--- src/rtl/shift_arbiter.sv ---
// Round-robin arbiter sharing one combinational shift_right unit between two
// requesters; the shifted result is held in a one-entry valid/ready output register.
module shift_arbiter #(
   parameter int WIDTH = 16,
   parameter int SHW   = 4
) (
   input  logic             clk,
   input  logic             reset,
   input  logic             req0_valid,
   output logic             req0_ready,
   input  logic [SHW-1:0]   req0_amt,
   input  logic [WIDTH-1:0] req0_data,
   input  logic             req1_valid,
   output logic             req1_ready,
   input  logic [SHW-1:0]   req1_amt,
   input  logic [WIDTH-1:0] req1_data,
   output logic [SHW-1:0]   sh_s,
   output logic [WIDTH-1:0] sh_din,
   input  logic [WIDTH-1:0] sh_dout,
   output logic             rsp_valid,
   input  logic             rsp_ready,
   output logic             rsp_id,
   output logic [WIDTH-1:0] rsp_data
);

   typedef enum logic {
      ST_EMPTY = 1'b0,
      ST_FULL  = 1'b1
   } state_t;

   state_t           state_r;
   state_t           state_nxt_s;
   logic             pri_r;
   logic             rsp_id_r;
   logic [WIDTH-1:0] rsp_data_r;
   logic             can_accept_s;
   logic             gnt0_s;
   logic             gnt1_s;
   logic             any_gnt_s;

   // Grant logic; pri_r is the last winner, so the other requester wins a tie
   always_comb begin
      can_accept_s = 1'b0;
      gnt0_s       = 1'b0;
      gnt1_s       = 1'b0;
      if (reset) begin
         can_accept_s = 1'b0;
      end else begin
         can_accept_s = (state_r == ST_EMPTY) | rsp_ready;
      end
      gnt0_s    = can_accept_s & req0_valid & (~req1_valid | (pri_r == 1'b1));
      gnt1_s    = can_accept_s & req1_valid & (~req0_valid | (pri_r == 1'b0));
      any_gnt_s = gnt0_s | gnt1_s;
   end

   // Shifter operand mux: granted request drives the shared unit, else zeros
   always_comb begin
      sh_s   = {SHW{1'b0}};
      sh_din = {WIDTH{1'b0}};
      if (gnt0_s) begin
         sh_s   = req0_amt;
         sh_din = req0_data;
      end else if (gnt1_s) begin
         sh_s   = req1_amt;
         sh_din = req1_data;
      end else begin
         sh_s   = {SHW{1'b0}};
         sh_din = {WIDTH{1'b0}};
      end
   end

   // Result-register occupancy next state
   always_comb begin
      state_nxt_s = state_r;
      case (state_r)
         ST_EMPTY: begin
            if (any_gnt_s) begin
               state_nxt_s = ST_FULL;
            end else begin
               state_nxt_s = ST_EMPTY;
            end
         end
         ST_FULL: begin
            if (rsp_ready && !any_gnt_s) begin
               state_nxt_s = ST_EMPTY;
            end else begin
               state_nxt_s = ST_FULL;
            end
         end
         default: state_nxt_s = ST_EMPTY;
      endcase
   end

   // State register, result capture and round-robin pointer
   always_ff @(posedge clk or posedge reset) begin
      if (reset) begin
         state_r    <= ST_EMPTY;
         pri_r      <= 1'b1;
         rsp_id_r   <= 1'b0;
         rsp_data_r <= {WIDTH{1'b0}};
      end else begin
         state_r <= state_nxt_s;
         if (any_gnt_s) begin
            rsp_data_r <= sh_dout;
            rsp_id_r   <= gnt1_s;
            pri_r      <= gnt1_s;
         end
      end
   end

   assign req0_ready = gnt0_s;
   assign req1_ready = gnt1_s;
   assign rsp_valid  = (state_r == ST_FULL);
   assign rsp_id     = rsp_id_r;
   assign rsp_data   = rsp_data_r;

endmodule
--- config.mk ---
export PLATFORM = sky130hd
export DESIGN_NAME = shift_arbiter
export DESIGN_NICKNAME = d
export VERILOG_FILES = /design/src/rtl/shift_arbiter.sv
export SDC_FILE = /design/constraint.sdc
export NUM_CORES = 1
export LEC_CHECK = 0
export CAP_MARGIN = 10
export CORE_MARGIN = 3
export CORE_UTILIZATION = 36
export CTS_BUF_LIST = sky130_fd_sc_hd__clkbuf_8
export DETAILED_ROUTE_END_ITERATION = 10
export PLACE_DENSITY = 0.88
export SETUP_SLACK_MARGIN = 0.3
export SYNTH_ARGS = -nofsm -noshare
export SYNTH_HDL_FRONTEND = slang
export SYNTH_SLANG_ARGS = --single-unit
--- constraint.sdc ---
create_clock -name clk -period 3.06 [get_ports clk]
set_input_delay 0.459 -clock clk [delete_from_list [all_inputs] [get_ports clk]]
set_output_delay 0.459 -clock clk [all_outputs]
set_load 0.03 [all_outputs]
==> metrics.txt <==
status=finished clean; sequential share of power=0.328; final critical-path required period=2544 ps; count of maximum capacitance violations=0; total half-perimeter wirelength after legalization and detailed placement=about 3100 µm; pin count of the biggest net entering global routing=42; Worst Reg2Reg Path Length in Cells=4; post-synthesis sequential element count=19; area of the mapped netlist=0.001214 mm²; Post-layout nets=roughly 280; standby leakage power=1.000 nW; CTS clk-pin slew, worst paths=60 ps; Int Pwr=about 640 µW; fin. max-slew vios=0; number of antenna violations at the first check in global routing=0; clk buf depth=2; setup repair after global routing missed its margin=no; Top Usage Layer GRT=met2; proportion of layout cells with a drive suffix above 1=0.1244; element type at the critical path start=input port; largest cells by area after synthesis=sky130_fd_sc_hd__dfrtp_1 37%, sky130_fd_sc_hd__nand3b_1 12%, sky130_fd_sc_hd__mux2_4 8.7%; register-to-register setup slack=1690 ps; Port Buffer Count=100; library cell with the largest summed area after synthesis=sky130_fd_sc_hd__dfrtp_1; ANT cells=0; Clk network pwr share=0.169; Core Region=about 0.0031 mm²; overall routed net length=slightly above 4000 µm; Post-Synthesis Mean Instance Area=~10 µm²; Initial Utilization=0.3880; syn_nets=~180; type of element capturing the critical path=output pin; number of clock sinks seen by CTS=19; overall die height=64.06 µm; required time worst endpoint=approximately 2600 ps; WL/cell=around 16 µm; relative area change from synthesis to final layout=87.01%; maximum ir drop on the vdd rail=between 300 and 400 µV; worst relative slew slack=0.7753; CTS tree=done; power per cell area=roughly 440 mW/mm²; number of global-route vias before repair=around 1,400; reg2reg end=rsp_id$_DFFE_PP0P_; number of buffers added by the clock tree synthesis step=3; fin cells=~260; GR Overflow Total=0; number of antenna-violating nets in the routed design=0; number of buffer and inverter instances along the worst setup path=3; number of unique standard cell types used by synthesis=20; met1 Use GR=0.2367; Total GRT Usage=0.2062; kind of path behind the tightest hold check=in -> async; master of the slowest instance on the critical path=sky130_fd_sc_hd__clkdlybuf4s50_1; launching point of the worst reg2reg path=pri_r$_DFFE_PP1P_; delay of the slowest cell on the worst path=590 ps; CTS H-tree lvls=1; Sequential cell area=about 480 µm²; met3 Usage GRT=0.05800; # fillers=242; type of the worst setup path=in -> out; count of pins on the block boundary=101; via count normalized by instance count=roughly 5.0; total via count after detailed routing=between 1,000 and 1,500; sequence of cells on the critical path=clkdlybuf4s50_1 > clkinvlp_4 > o21ai_0 > a21oi_1 > dlygate4sd2_1; Root Buffer Master=sky130_fd_sc_hd__clkbuf_8; part of the Yosys area used for sequential elements=0.3928; number of failing hold endpoints at the final stage=0; Finished Cell Area=roughly 0.0023 mm²; number of placement rows=20; clock insertion delay at the later pin of the skew report=around 260 ps; cell total after placement=around 260; Final Cycle Share=0.8313; top cell type's share of synthesized area=0.3711; DRC violation count after routing=0; slew of the pin with the lowest slew margin=336.5 ps; Total Die Area=~0.0041 mm²; Die W=approximately 64 µm; Setup-failing EPs final=0; number of instances in the synthesized netlist=about 120; number of violations reported at the end of detailed-routing iteration 0=80; number of synthesis warnings=0; NetSw=~360 µW; global-route wire length before repair=~6600 µm; Arrival @ worst endpoint=about 2100 ps; final weighted congestion in routability-driven placement=~0.68; Fmax=just under 400 MHz; CTS Hold Bufs=0; multi-input combinational cell area=roughly 650 µm²; switching power share of the total=0.3588; met2 capacity usage during global routing=0.3703; cell area after placement=0.002241 mm²; number of search-and-repair iterations in the first detailed-routing pass=4; largest fanout of any net on the critical path=20; family of cells with the greatest summed delay on the critical path=buffers and inverters; combinational power share=0.503; accumulated negative setup slack=0 ps; final setup skew=4.653 ps
[metal layers]
layer / vias up / share of wire
met1: 608 / 0.39
met5: - / 0
met4: 0 / 0.011
met3: 4 / 0.081
met2: 60 / 0.51
li1: 625 / -
[per-stage QoR]
step	util	power, mW	hold WS, ps	setup slack [ps]
finish	0.7256	1.003	456.0	516.2
global route	0.7256	1.052	469.8	375.6
CTS	0.7240	1.010	459.7	301.8
detailed placement	0.7164	0.8527	496.5	182.7
global placement	0.7164	0.8351	489.6	237.5
floorplan	-	0.6138	456.1	571.1
[final cells by class]
class / count / area share
Tap cell: 44 / 0.02426
Multi-Input combinational cell: 88 / 0.2845
Clock inverter: 1 / 0.001654
Inverter: 2 / 0.004961
Timing Repair Buffer: 104 / 0.4564
Sequential cell: 19 / 0.2100
Clock buffer: 3 / 0.01819
[power by group through the flow]
stage / Sequential (mW) / Combinational (mW) / Clock, mW
CTS: 0.330 / 0.510 / 0.171
global route: 0.335 / 0.534 / 0.183
finish: 0.329 / 0.505 / 0.169
detailed placement: 0.332 / 0.521 / 0
floorplan: 0.416 / 0.198 / 0
global placement: 0.328 / 0.507 / 0
[placed cells by master (no fill, tap or decap)]
cell type,n
sky130_fd_sc_hd__a21oi_1,20
sky130_fd_sc_hd__and2_1,1
sky130_fd_sc_hd__and2b_1,1
sky130_fd_sc_hd__and3_1,1
sky130_fd_sc_hd__buf_12,2
sky130_fd_sc_hd__buf_4,2
sky130_fd_sc_hd__clkbuf_8,3
sky130_fd_sc_hd__clkdlybuf4s50_1,78
sky130_fd_sc_hd__clkinvlp_4,1
sky130_fd_sc_hd__dfrtp_1,18
sky130_fd_sc_hd__dfstp_2,1
sky130_fd_sc_hd__dlygate4sd2_1,20
sky130_fd_sc_hd__dlymetal6s2s_1,2
sky130_fd_sc_hd__inv_1,2
sky130_fd_sc_hd__mux2_2,9
sky130_fd_sc_hd__mux2_4,7
sky130_fd_sc_hd__nand2_1,3
sky130_fd_sc_hd__nand2b_1,1
sky130_fd_sc_hd__nand2b_2,1
sky130_fd_sc_hd__nand3b_1,20
sky130_fd_sc_hd__nor2_1,1
sky130_fd_sc_hd__o211ai_4,1
sky130_fd_sc_hd__o21ai_0,20
sky130_fd_sc_hd__o22a_1,2
[logic make-up (layout without fill, tap and decap cells)]
group                  after synthesis  count (layout)  share of synthesized area
muxes                               16              16                     0.1701
and+or+nand+nor                     29              29                     0.1650
buffers and inverters               14             110                    0.07526
DFF                                 19              19                     0.3928
AOI/OAI and AO/OA                   43              43                     0.1969
[synth_stat cells, drive strengths merged]
| master | number |
|---|---|
| inv | 2 |
| nand2 | 3 |
| o21ai | 20 |
| and2 | 1 |
| mux2 | 16 |
| o22a | 2 |
| nand2b | 2 |
| and3 | 1 |
| a21oi | 20 |
| nor2 | 1 |
| dfstp | 1 |
| clkbuf | 8 |
| buf | 4 |
| nand3b | 20 |
| o211ai | 1 |
| dfrtp | 18 |
| and2b | 1 |
[worst reg2reg max path, stage by stage, from the launching register on]
cell and delay [ps]:
sky130_fd_sc_hd__dfstp_2 550, sky130_fd_sc_hd__and2b_1 200, sky130_fd_sc_hd__buf_12 170, sky130_fd_sc_hd__nand2b_1 160, sky130_fd_sc_hd__o22a_1 180
[state kept, by name, summed over array words and instances (netlist names)]
signal	flops
rsp_valid	1
rsp_id	1
pri_r	1
rsp_data	16
[worst max path at each step]
stage / start / endpoint / slack [ps] / cells past startpoint
6_report: req0_valid / sh_din[15] / 520 / 5
5_1_grt: req0_valid / sh_din[15] / 380 / 5
4_1_cts: req1_valid / req0_ready / 300 / 6
3_5_place_dp: req0_valid / sh_din[2] / 180 / 5
3_3_place_gp: req0_valid / sh_din[12] / 240 / 5
2_1_floorplan: reset / sh_din[10] / 570 / 5
[timing repair]
action                                  CTS  global route
resized for setup                        21             2
setup buffers                             0             0
endpoints found under the setup margin   20             2
hold endpoints to repair                  0             0
Note: power is estimated with default switching activity, not from simulation.
==> RTL change 1 (config.mk and constraints unchanged) <==
Set the parameter `SHW` to 3 (it was 4).
--- a/src/rtl/shift_arbiter.sv
+++ b/src/rtl/shift_arbiter.sv
@@ -2,7 +2,7 @@
 // requesters; the shifted result is held in a one-entry valid/ready output register.
 module shift_arbiter #(
    parameter int WIDTH = 16,
-   parameter int SHW   = 4
+   parameter int SHW   = 3
 ) (
    input  logic             clk,
    input  logic             reset,
Ports: changed (resized req0_amt, req1_amt and sh_s); port bits go from 101 to 98. The function was not compared with the original's and may differ.
==> RTL change 1 against the original RTL <==
  * Combinational power fell by 4.6%
  * Synthesized area decreased by 18%
  * Highest routed layer unchanged
  * Routed wire length shrank 11%
  * Die area fell by 16%
  * Critical path depth rose by 1
  * Worst setup slack worse by 0.038 ns
  * Power fell by 3.0%
  * Design area fell by 10%
  * Sequential cell count unchanged
  * Final cell count fell by 22%
==> RTL change 1: results (changes against the original RTL) <==
synth_compound_area_share_pct: 22.9  # +3.2 points
cp.arrival_ns: 2.12  # +0.04 ns
wl_per_cell_um: 18.0  # +15%
p_leak_nw: 0.888  # -11%
port_buffers: 97  # -3.0%
drt_wl_total_um: 3660  # -11%
tightest_slew_ns: 0.688  # +0.352 ns
synth.area.top_cells: "dfrtp_1 (45%), a22o_1 (16%), mux2_4 (12%), mux2_2 (9.0%), dfstp_2 (2.6%)"
track_usage_pct: 20.9  # +0.27 points
pre_cts_slack_ns: 0.481  # +0.298 ns
drt-initial-drc-count: 30  # -63%
clkLatencyLatePin_ns: 0.24  # -0.02 ns
synthTopCellsByCount: "a22o_1 (18), dfrtp_1 (18), mux2_2 (8), mux2_4 (8)"
place.gp.congestion: 0.775  # +14%
vdd_drop_max_mv: 0.443  # +12%
grt_pass1_wl_um: 5420  # -18%
ys_seq_area_share_pct: 47.9  # +8.6 points
endpoint: "sh_din[2]"
cts-resized-gates: 0  # -100%
slowest_delay_ns: 0.57  # -0.02 ns
fin_ws_ns: 0.478  # -0.0383 ns
nNetsFinal: 233  # -16%
drive_gt1_share_pct: 28.9  # +16 points
r2r_start: "rsp_valid"
ys_types: 19  # -5.0%
place_hpwl_um: 3070  # -2.6%
place_inst: 199  # -23%
syn-num-nets: 133  # -27%
routed-via-count: 1023  # -21%
grt_pass1_vias: 1080  # -22%
synthCells: 74  # -39%
r2r_slack_ns: 1.49  # -0.20 ns
hp-class: "register to register"
status: "finished clean"
r2r-end: "rsp_data[2]"
-- RTL change 1: worst min-delay path by stage --
stage | startpoint | endpoint | slack, ns | depth (start not counted)
5_1_grt | rsp_data[1] | rsp_data[1] | 0.52 | 1
3_5_place_dp | rsp_data[9] | rsp_data[9] | 0.49 | 1
6_report | rsp_data[14] | rsp_data[14] | 0.51 | 1
4_1_cts | rsp_data[14] | rsp_data[14] | 0.51 | 1
3_3_place_gp | rsp_data[14] | rsp_data[14] | 0.49 | 1
2_1_floorplan | reset | rsp_data[0] | 0.41 | 1
-- RTL change 1: layer usage --
layer	part of all wire (%)	up-vias	wire length, µm	GRT usage [%]
met1	37	472	1340	24.1
li1	-	477	-	-
met2	51	66	1880	39.4
met4	2.0	0	74	5.83
met3	9.9	8	363	3.51
met5	0	-	0	0
-- RTL change 1: kinds of logic after synthesis --
group	after synthesis
buffers and inverters	10
flip-flops	19
multiplexers	16
AND/OR/NAND/NOR	4
AO/OA/AOI/OAI	25
-- RTL change 1: worst max-delay path: cells and delay by family --
kind | cells | cell delay [ns]
AOI/OAI and AO/OA | 1 | 0.22
buffers and inverters | 4 | 1.09
and+or+nand+nor | 1 | 0.35
-- RTL change 1: final cells by class --
type,instances,area (µm²)
fill,152,504
timing repair buffer,100,978
tap,30,37.5
clock buffer,3,41.3
multi-input combinational,45,484
inverter,5,18.8
clock inverter,1,3.75
sequential,19,477
-- RTL change 1: power by group --
| group | total, mW | internal (mW) | switching, mW |
|---|---|---|---|
| clock | 0.160 | 0.0887 | 0.0712 |
| sequential | 0.331 | 0.302 | 0.0297 |
| combinational | 0.482 | 0.247 | 0.235 |
| total | 0.973 | 0.637 | 0.336 |
==> RTL change 2 (config.mk and constraints unchanged) <==
Without the edit above. Reset style: synchronous (`reset`), changed in one clocked block.
--- a/src/rtl/shift_arbiter.sv
+++ b/src/rtl/shift_arbiter.sv
@@ -92,7 +92,7 @@
    end
 
    // State register, result capture and round-robin pointer
-   always_ff @(posedge clk or posedge reset) begin
+   always_ff @(posedge clk) begin
       if (reset) begin
          state_r    <= ST_EMPTY;
          pri_r      <= 1'b1;
Formal check against the unedited RTL: differs if reset is asserted again (counterexample within 4 cycles, from zero or initial values and one cycle with reset high); with reset held inactive, the same outputs for 10 cycles.
==> RTL change 2 against the original RTL <==
  * Design area rose by 1.7%
  * Worst setup slack worse by 0.091 ns
  * Power fell by 24%
  * Routed wire length fell by 4.4%
  * Die area rose by 6.6%
  * Global-route usage down 2.7 points
  * Synthesized area increased by 7.3%
  * Sequential cell count unchanged
==> RTL change 2: results (changes against the original RTL) <==
status: "finished clean"
synth_ff_type: "dfxtp_1"
ys_seq_area_share_pct: 29.2  # -10 points
crit_start: "rsp_ready"
pwr-share-seq_pct: 36.2  # +3.4 points
grt_pass1_wl_um: 6230  # -6.1%
clkLatencyLatePin_ns: 0.25
wl_met3_um: 409  # +24%
use_met2_pct: 32.8  # -4.2 points
slowest_stage: "or3_2"
wl_met1_um: 1620  # +0.25%
track_usage_pct: 17.9  # -2.7 points
r2r_slack_ns: 1.31  # -0.38 ns
synth_mux_area_share_pct: 0  # -17 points
p_comb_share_pct: 42.1  # -8.2 points
skew_ns: 0.00105  # -0.00360 ns
switchingPower_mw: 0.249  # -31%
r2r_start: "rsp_valid"
slowest_delay_ns: 0.74  # +0.15 ns
place.gp.congestion: 0.687  # +1.1%
path_max_fanout: 21  # +5.0%
async_flop_share_pct: 0  # -100 points
synthTopCellsByCount: "o21ai_0 (28), a21oi_2 (20), nand3b_1 (20), dfxtp_1 (19), inv_1 (17)"
met1_usage_pct: 20.4  # -3.3 points
critPathTopFamily: "simple AND/OR/NAND/NOR gates"
via_per_inst: 4.80  # -3.3%
drive_gt1_share_pct: 25.5  # +13 points
cts-resized-gates: 0  # -100%
synth_compound_area_share_pct: 41.3  # +22 points
r2r-end: "rsp_data[11]"
cp.arrival_ns: 2.18  # +0.10 ns
cts-root-buf: "clkbuf_8"
synth_edf_count: 0  # unchanged
nNetsFinal: 317  # +14%
synthCells: 161  # +33%
vdd_drop_max_mv: 0.335  # -15%
dr_wl_met2_um: 1860  # -12%
place_hpwl_um: 2850  # -9.3%
wl_per_cell_um: 13.0  # -17%
layoutNonFillerInstCount: 301  # +15%
use_met3_pct: 4.42  # -1.4 points
hp-class: "register to register"
synth.area.top_cells: "dfxtp_1 (29%), a21oi_2 (13%), nand3b_1 (12%), o21ai_0 (11%), o211ai_1 (9.2%)"
ys_types: 22  # +10%
p_leak_nw: 0.894  # -11%
tightest_slew_ns: 0.594  # +0.257 ns
drt-initial-drc-count: 73  # -8.8%
syn-num-nets: 222  # +22%
grt_pass1_vias: 1339  # -2.7%
==> RTL change 2: cell count changes after synthesis, moves of 15 or more <==
cell,unedited run,this run
dfxtp_1,0,19
a21oi_1,20,3
inv_1,2,17
o211ai_1,0,16
dfrtp_1,18,0
a21oi_2,0,20
==> RTL change 2: final cells by class <==
type	instances	area, µm²
fillers	302	1110
flip-flops and latches	19	380
well taps	46	57.6
clock buffers	3	41.3
clock inverters	1	3.75
multi-input cells	107	756
repair buffers	107	1000
inverters	18	67.6
==> RTL change 2: stage by stage <==
step / power [mW] / cell area [µm²] / utilization, % / setup slack, ns / hold WS (ns)
after global routing: 0.801 / 2310 / 67.5 / 0.343 / 0.501
after detailed placement: 0.604 / 2260 / 66.2 / 0.410 / 0.465
final: 0.761 / 2310 / 67.5 / 0.425 / 0.476
after CTS: 0.767 / 2310 / 67.5 / 0.410 / 0.476
after floorplan: 0.454 / 1300 / - / 0.759 / 0.517
after global placement: 0.601 / 2260 / 66.2 / 0.435 / 0.457
